File: src/rtl/s1423_n100_capture_pkg.sv
// s1423_n100_capture shared definitions: FSM state codes, fault-mode
// encodings and default MISR constants.
package s1423_cap_pkg;

  localparam logic [15:0] DEF_POLY = 16'h1021;
  localparam logic [15:0] DEF_SEED = 16'hFFFF;

  localparam logic [2:0] ST_IDLE     = 3'd0;
  localparam logic [2:0] ST_WAIT_PAT = 3'd1;
  localparam logic [2:0] ST_SETTLE   = 3'd2;
  localparam logic [2:0] ST_CAPTURE  = 3'd3;
  localparam logic [2:0] ST_DONE     = 3'd4;

  typedef enum logic [1:0] {
    FI_PASS   = 2'd0,
    FI_INVERT = 2'd1,
    FI_STUCK0 = 2'd2,
    FI_STUCK1 = 2'd3
  } fi_mode_t;

  // Bit actually compacted when a fault is injected on a pattern.
  function automatic logic fi_apply(input logic b, input logic [1:0] mode);
    logic r;
    r = b;
    case (mode)
      FI_INVERT: r = ~b;
      FI_STUCK0: r = 1'b0;
      FI_STUCK1: r = 1'b1;
      default:   r = b;
    endcase
    return r;
  endfunction

endpackage

File: src/rtl/s1423_n100_capture_if.sv
// Pattern handshake and capture strobe between the stimulus source (master)
// and the capture stage (slave).
interface s1423_n100_capture_if;
  logic pat_valid;
  logic pat_ready;
  logic n100;
  logic cap_valid;
  logic cap_bit;

  modport master (
    output pat_valid,
    output n100,
    input  pat_ready,
    input  cap_valid,
    input  cap_bit
  );

  modport slave (
    input  pat_valid,
    input  n100,
    output pat_ready,
    output cap_valid,
    output cap_bit
  );
endinterface

File: src/rtl/s1423_n100_capture_misr.sv
// Serial-input MISR used to compact captured n100 bits into a signature.
module s1423_misr
  import s1423_cap_pkg::*;
#(
  parameter int               SIG_W = 16,
  parameter logic [SIG_W-1:0] POLY  = SIG_W'(DEF_POLY),
  parameter logic [SIG_W-1:0] SEED  = SIG_W'(DEF_SEED)
) (
  input  logic             clk,
  input  logic             rst_n,
  input  logic             load,
  input  logic             shift,
  input  logic             din,
  output logic [SIG_W-1:0] sig
);

  // Seed on reset/load, otherwise shift left with feedback when MSB is set.
  always_ff @(posedge clk) begin
    if (!rst_n) begin
      sig <= SEED;
    end else if (load) begin
      sig <= SEED;
    end else if (shift) begin
      sig <= {sig[SIG_W-2:0], 1'b0}
           ^ (sig[SIG_W-1] ? POLY : '0)
           ^ {{(SIG_W-1){1'b0}}, din};
    end
  end

endmodule

File: src/rtl/s1423_n100_capture.sv
// Capture stage for the s1423 n100 cone: pattern handshake, programmable
// settle delay, n100 sampling, MISR compaction and pattern counting.
// Optional fault injection on the compacted bit: S1423_N100_FAULT_INJ_EN.
module s1423_n100_capture
  import s1423_cap_pkg::*;
#(
  parameter int               SIG_W        = 16,
  parameter logic [SIG_W-1:0] POLY         = SIG_W'(DEF_POLY),
  parameter logic [SIG_W-1:0] SEED         = SIG_W'(DEF_SEED),
  parameter int               CNT_W        = 16,
  parameter int               NUM_PATTERNS = 256,
  parameter int               SETTLE_CYC   = 2
) (
  input  logic                 CK,
  input  logic                 RESET_N,
  input  logic                 start,
  input  logic                 abort,
  s1423_n100_capture_if.slave  pat,
`ifdef S1423_N100_FAULT_INJ_EN
  input  logic                 fi_en,
  input  logic [CNT_W-1:0]     fi_pattern,
  input  logic [1:0]           fi_mode,
`endif
  output logic [SIG_W-1:0]     signature,
  output logic [CNT_W-1:0]     pat_count,
  output logic                 busy,
  output logic                 done
);

  localparam logic [7:0]       SETTLE_INIT = 8'(SETTLE_CYC);
  localparam logic [CNT_W-1:0] LAST_COUNT  = CNT_W'(NUM_PATTERNS);

  logic [2:0]       state;
  logic [7:0]       settle_cnt;
  logic             cap_valid_q;
  logic             cap_bit_q;
  logic             comp_bit;
  logic             misr_load;
  logic             misr_shift;
  logic [CNT_W-1:0] count_nxt;

  assign count_nxt = pat_count + CNT_W'(1);

  // Bit fed to the MISR and reported on cap_bit.
  always_comb begin
`ifdef S1423_N100_FAULT_INJ_EN
    comp_bit = (fi_en && (pat_count == fi_pattern)) ? fi_apply(pat.n100, fi_mode)
                                                      : pat.n100;
`else
    comp_bit = pat.n100;
`endif
  end

  // abort outranks both the reload on start and the capture shift.
  assign misr_load  = !abort && start && ((state == ST_IDLE) || (state == ST_DONE));
  assign misr_shift = !abort && (state == ST_CAPTURE);

  s1423_misr #(
    .SIG_W (SIG_W),
    .POLY  (POLY),
    .SEED  (SEED)
  ) u_misr (
    .clk   (CK),
    .rst_n (RESET_N),
    .load  (misr_load),
    .shift (misr_shift),
    .din   (comp_bit),
    .sig   (signature)
  );

  // FSM, settle counter, pattern counter and registered capture strobe.
  always_ff @(posedge CK) begin
    if (!RESET_N) begin
      state       <= ST_IDLE;
      settle_cnt  <= '0;
      pat_count   <= '0;
      cap_valid_q <= 1'b0;
      cap_bit_q   <= 1'b0;
    end else begin
      cap_valid_q <= 1'b0;
      if (abort) begin
        state <= ST_IDLE;
      end else begin
        case (state)
          ST_IDLE, ST_DONE: begin
            if (start) begin
              pat_count <= '0;
              state     <= ST_WAIT_PAT;
            end
          end
          ST_WAIT_PAT: begin
            if (pat.pat_valid) begin
              settle_cnt <= SETTLE_INIT;
              state      <= (SETTLE_INIT != 8'd0) ? ST_SETTLE : ST_CAPTURE;
            end
          end
          ST_SETTLE: begin
            if (settle_cnt != 8'd0) settle_cnt <= settle_cnt - 8'd1;
            if (settle_cnt <= 8'd1) state <= ST_CAPTURE;
          end
          ST_CAPTURE: begin
            cap_valid_q <= 1'b1;
            cap_bit_q   <= comp_bit;
            pat_count   <= count_nxt;
            state       <= (count_nxt == LAST_COUNT) ? ST_DONE : ST_WAIT_PAT;
          end
          default: state <= ST_IDLE;
        endcase
      end
    end
  end

  // Status decoded from state only.
  always_comb begin
    pat.pat_ready = (state == ST_WAIT_PAT);
    busy          = (state == ST_WAIT_PAT) || (state == ST_SETTLE) || (state == ST_CAPTURE);
    done          = (state == ST_DONE);
    pat.cap_valid = cap_valid_q;
    pat.cap_bit   = cap_bit_q;
  end

endmodule

File: src/flat_wrapper.sv
// flat-port wrapper written by rule: the top's interface ports become plain ports
module s1423_n100_capture_flat import s1423_cap_pkg::*;
#(
  parameter int               SIG_W        = 16,
  parameter logic [SIG_W-1:0] POLY         = SIG_W'(DEF_POLY),
  parameter logic [SIG_W-1:0] SEED         = SIG_W'(DEF_SEED),
  parameter int               CNT_W        = 16,
  parameter int               NUM_PATTERNS = 256,
  parameter int               SETTLE_CYC   = 2
)
  (CK, RESET_N, start, abort, signature, pat_count, busy, done, pat_pat_valid, pat_n100, pat_pat_ready, pat_cap_valid, pat_cap_bit);
  s1423_n100_capture_if pat_i ();
  input  logic CK;
  input  logic RESET_N;
  input  logic start;
  input  logic abort;
  output logic [SIG_W-1:0] signature;
  output logic [CNT_W-1:0] pat_count;
  output logic busy;
  output logic done;
  input wire logic [$bits(pat_i.pat_valid)-1:0] pat_pat_valid;
  input wire logic [$bits(pat_i.n100)-1:0] pat_n100;
  output wire logic [$bits(pat_i.pat_ready)-1:0] pat_pat_ready;
  output wire logic [$bits(pat_i.cap_valid)-1:0] pat_cap_valid;
  output wire logic [$bits(pat_i.cap_bit)-1:0] pat_cap_bit;
  assign pat_i.pat_valid = pat_pat_valid;
  assign pat_i.n100 = pat_n100;
  assign pat_pat_ready = pat_i.pat_ready;
  assign pat_cap_valid = pat_i.cap_valid;
  assign pat_cap_bit = pat_i.cap_bit;
  s1423_n100_capture #(.SIG_W(SIG_W), .POLY(POLY), .SEED(SEED), .CNT_W(CNT_W), .NUM_PATTERNS(NUM_PATTERNS), .SETTLE_CYC(SETTLE_CYC)) u_core (.CK(CK), .RESET_N(RESET_N), .start(start), .abort(abort), .pat(pat_i), .signature(signature), .pat_count(pat_count), .busy(busy), .done(done));
endmodule
File: config.mk
export PLATFORM = sky130hd
export DESIGN_NAME = s1423_n100_capture_flat
export DESIGN_NICKNAME = d
export VERILOG_FILES = /design/src/rtl/s1423_n100_capture_pkg.sv /design/src/rtl/s1423_n100_capture_if.sv /design/src/rtl/s1423_n100_capture_misr.sv /design/src/rtl/s1423_n100_capture.sv /design/src/flat_wrapper.sv
export SDC_FILE = /design/constraint.sdc
export NUM_CORES = 1
export LEC_CHECK = 0
export CAP_MARGIN = 20
export CORE_MARGIN = 2
export CORE_UTILIZATION = 30
export CTS_BUF_LIST = sky130_fd_sc_hd__clkbuf_8
export CTS_CLUSTER_DIAMETER = 150
export DETAILED_ROUTE_END_ITERATION = 6
export GPL_TIMING_DRIVEN = 0
export MAX_ROUTING_LAYER = met4
export PLACE_DENSITY = 0.51
export SLEW_MARGIN = 10
export SYNTH_ARGS = -nofsm -noshare
export SYNTH_HDL_FRONTEND = slang
export SYNTH_SLANG_ARGS = --single-unit
File: constraint.sdc
create_clock -name CK -period 2 [get_ports CK]
set_input_delay 0.2 -clock CK [delete_from_list [all_inputs] [get_ports CK]]
set_output_delay 0.2 -clock CK [all_outputs]
set_load 0.03 [all_outputs]
==> results.cfg <==
[run_status]
status = finished, final reports clean

[sta]
fin_setup_tns_ns = 0
finalCriticalPeriod_ns = 1.99
hold_viol_final = 0
setup_ws_ns = 0.00780
fin_crit_sh_pct = 99.6
fmax_ghz = 0.502
rsz0062_at_grt = true
fin_skew_ns = 0.0112
tightest_slew_ns = 0.593
max_slew_margin_pct = 60.5
setup-violations-final = 0
whs_ns = 0.490
slew_violations = 0

[worst_setup_path]
critPathLaunch = u_core.pat_count[6]
slowest_delay_ns = 0.50
reg2reg_to = u_core.state[0]
startpoint_type = flip-flop
critical_path.endpoint_type = flip-flop
critical-path-slowest-cell = or4_4
critical_path_required_ns = 2.20
crit_type = reg -> reg
rrSetupSlack_ns = 0.008
crit_fanout = 8
arrival_ns = 2.20
r2r_start = u_core.pat_count[6]
cp_cell_sequence = buf_4 -> nand2_1 -> or4_4 -> xnor2_2 -> a2111oi_4 -> nand4_1 -> a31o_1
reg2reg_depth = 7

[synth]
synth_mux_area_share_pct = 0
yosys-top-cells-count = 53 x nand2_1, 45 x dfxtp_1, 32 x nor2_1, 20 x nand3_1, 14 x a21oi_1
synth_xor_area_share_pct = 6.30
synth_nets = 287
synth-async-reset-ratio_pct = 0
synth_seq_area_share_pct = 40.5
synth_top_family_by_area = simple AND/OR/NAND/NOR gates
synth_fa_ha_area_share_pct = 1.69
synth_edf_count = 0
synth_most_common_cell = nand2_1
syn_inst = 278
synth_top_area_share_pct = 40.5
syn-cell-area_um2 = 2230
ys_ff_latch = 45
syn_avg_cell_area_um2 = 8.01
synth_top_area_cell = dfxtp_1
ys_warn_count = 0
synthFlopType = dfxtp_1
synth_area_leaders = dfxtp_1 40%, nand2_1 8.9%, nor2_1 5.4%, xnor2_1 5.1%, nand3_1 4.5%
synth.distinct_cells = 50
synth-compound-area-share_pct = 15.7
synth-simple-area-share_pct = 32.4

[hold_path]
worstHoldPathType = reg -> reg
hp-start = u_core.u_misr.sig[0]
holdPathEnd = u_core.u_misr.sig[1]
whs_path_depth = 2

[final_layout]
diodes = 0
final_area_um2 = 3040
fin_nets = 341
final_core_util_pct = 42.1
layout-drive-gt1-share_pct = 15.3
syn2layout_area_growth_pct = 36.4

[clocking]
clk_path_buf_depth = 2
cts_tree = done
numCtsBuffers = 5
clkTransAtPathRegs_ns = 0.11
insertion_delay_ns = 0.31
cts_sinks = 45
clockRootBuffer = clkbuf_8
htreeDepth = 2
hold_buffers = 0

[drt]
initialDrtViolationCount = 123
detail-route-antenna-nets = 0
vias = 2152
wl_per_cell_um = 14.2
drt-total-wl_mm = 6.14
drcViolationCount = 0
dr.pass1.iters = 4
viasPerCell = 4.98

[power_and_ir_drop]
power-per-cell-area_nw_per_um2 = 544
irDropWorstVdd_v = 0.000257
leakage_uw = 0.00120

[floorplan]
num_io_pins = 43
start_util_pct = 30.9
core_area_um2 = 7210
die_w_um = 90.1
dieHeight_um = 90.1
row_count = 31
dieArea_um2 = 8120

[placed_design]
dp_hpwl_mm = 4.13
globalplace.congestion = 0.814
place_ws_ns = -0.427
placed_area_um2 = 2790
io_buffer_count = 42

[flow_run]
maxCapViolations = 0

[global_routing]
grt_max_degree = 18
grt_pass1_vias = 1888
grt-ovfl-total = 0
grt_usage_pct = 14.8
grt_pass1_wl_mm = 9.61
antenna_found_initial = 0
-- state kept, by name, summed over array words and instances, names as in the netlist --
name                  count
u_core.pat_count         16
u_core.pat.cap_valid      1
u_core.settle_cnt         8
u_core.pat.cap_bit        1
u_core.u_misr.sig        16
u_core.state              3
-- cell families after synthesis --
logic type / count (synthesis)
compound gates: 53
xor+xnor: 16
fa+ha+maj: 3
buf+inv: 17
flops: 45
simple gates: 144
-- worst max-delay path by stage --
stage | cells past startpoint | endpoint
final | 7 | u_core.state[0]
after floorplan | 6 | u_core.state[0]
after global routing | 7 | u_core.state[0]
after detailed placement | 5 | u_core.u_misr.sig[3]
after global placement | 5 | u_core.u_misr.sig[3]
after CTS | 7 | u_core.state[0]
-- cell usage in the layout, fill, tap and decap left out, types with 2 or more instances in the layout --
master	instances
nor4_1	2
a311oi_1	3
ha_1	2
clkdlybuf4s50_1	40
nand2_1	53
o211a_1	2
nor3_1	8
dfxtp_4	5
clkbuf_1	4
xnor2_1	12
buf_4	7
dfxtp_1	34
a31oi_1	4
inv_1	5
dfxtp_2	6
nor2_2	2
a21oi_1	13
a31o_1	2
o21ai_0	8
and2b_1	2
inv_6	2
nand4_1	4
nand3b_1	3
xor2_1	3
nand3_1	19
nor2_1	30
a22oi_1	2
o21ai_1	3
clkbuf_8	5
clkbuf_2	3
and2_1	3
a211oi_1	2
o211ai_1	4
o31ai_1	2
-- through the flow --
step / total power [uW] / std cells
2_1_floorplan: 998 / 278
3_3_place_gp: 1040 / 419
3_5_place_dp: 1040 / 419
4_1_cts: 1670 / 427
5_1_grt: 1720 / 432
6_report: 1650 / 432
-- power by group --
group / internal (uW) / switching [uW]
registers: 896 / 6.25
logic: 44.0 / 72.8
clock network: 264 / 370
-- layer usage --
layer	vias up	track usage [%]	share of wire, %
met5	-	-	0
met4	0	4.23	0.85
met3	6	2.93	4.3
met2	54	21.8	45
met1	997	20.5	50
li1	1095	-	-
-- layout make-up --
cell class / count / area (um2)
multi-input cells: 216 / 1350
repair buffers: 48 / 467
clock buffers: 5 / 68.8
well taps: 99 / 124
clock inverters: 3 / 28.8
inverters: 6 / 22.5
flip-flops and latches: 45 / 927
fillers: 759 / 4180
plain buffers: 10 / 53.8
-- repair_timing --
item | in CTS | in global routing
pin swaps | 0 | 4
setup buffers | 0 | 6
gates resized for setup | 7 | 23
setup endpoints to repair | 20 | 24
-- worst max-delay path: cells and delay by family (launching register included) --
family                    cells  cell delay (ns)
and+or+nand+nor               3             0.79
AOI/OAI and AO/OA             2             0.44
DFF                           1             0.33
xor gates and xnor gates      1             0.17
buffers and inverters         1             0.15
No activity file was read; power rests on OpenSTA's default activity.
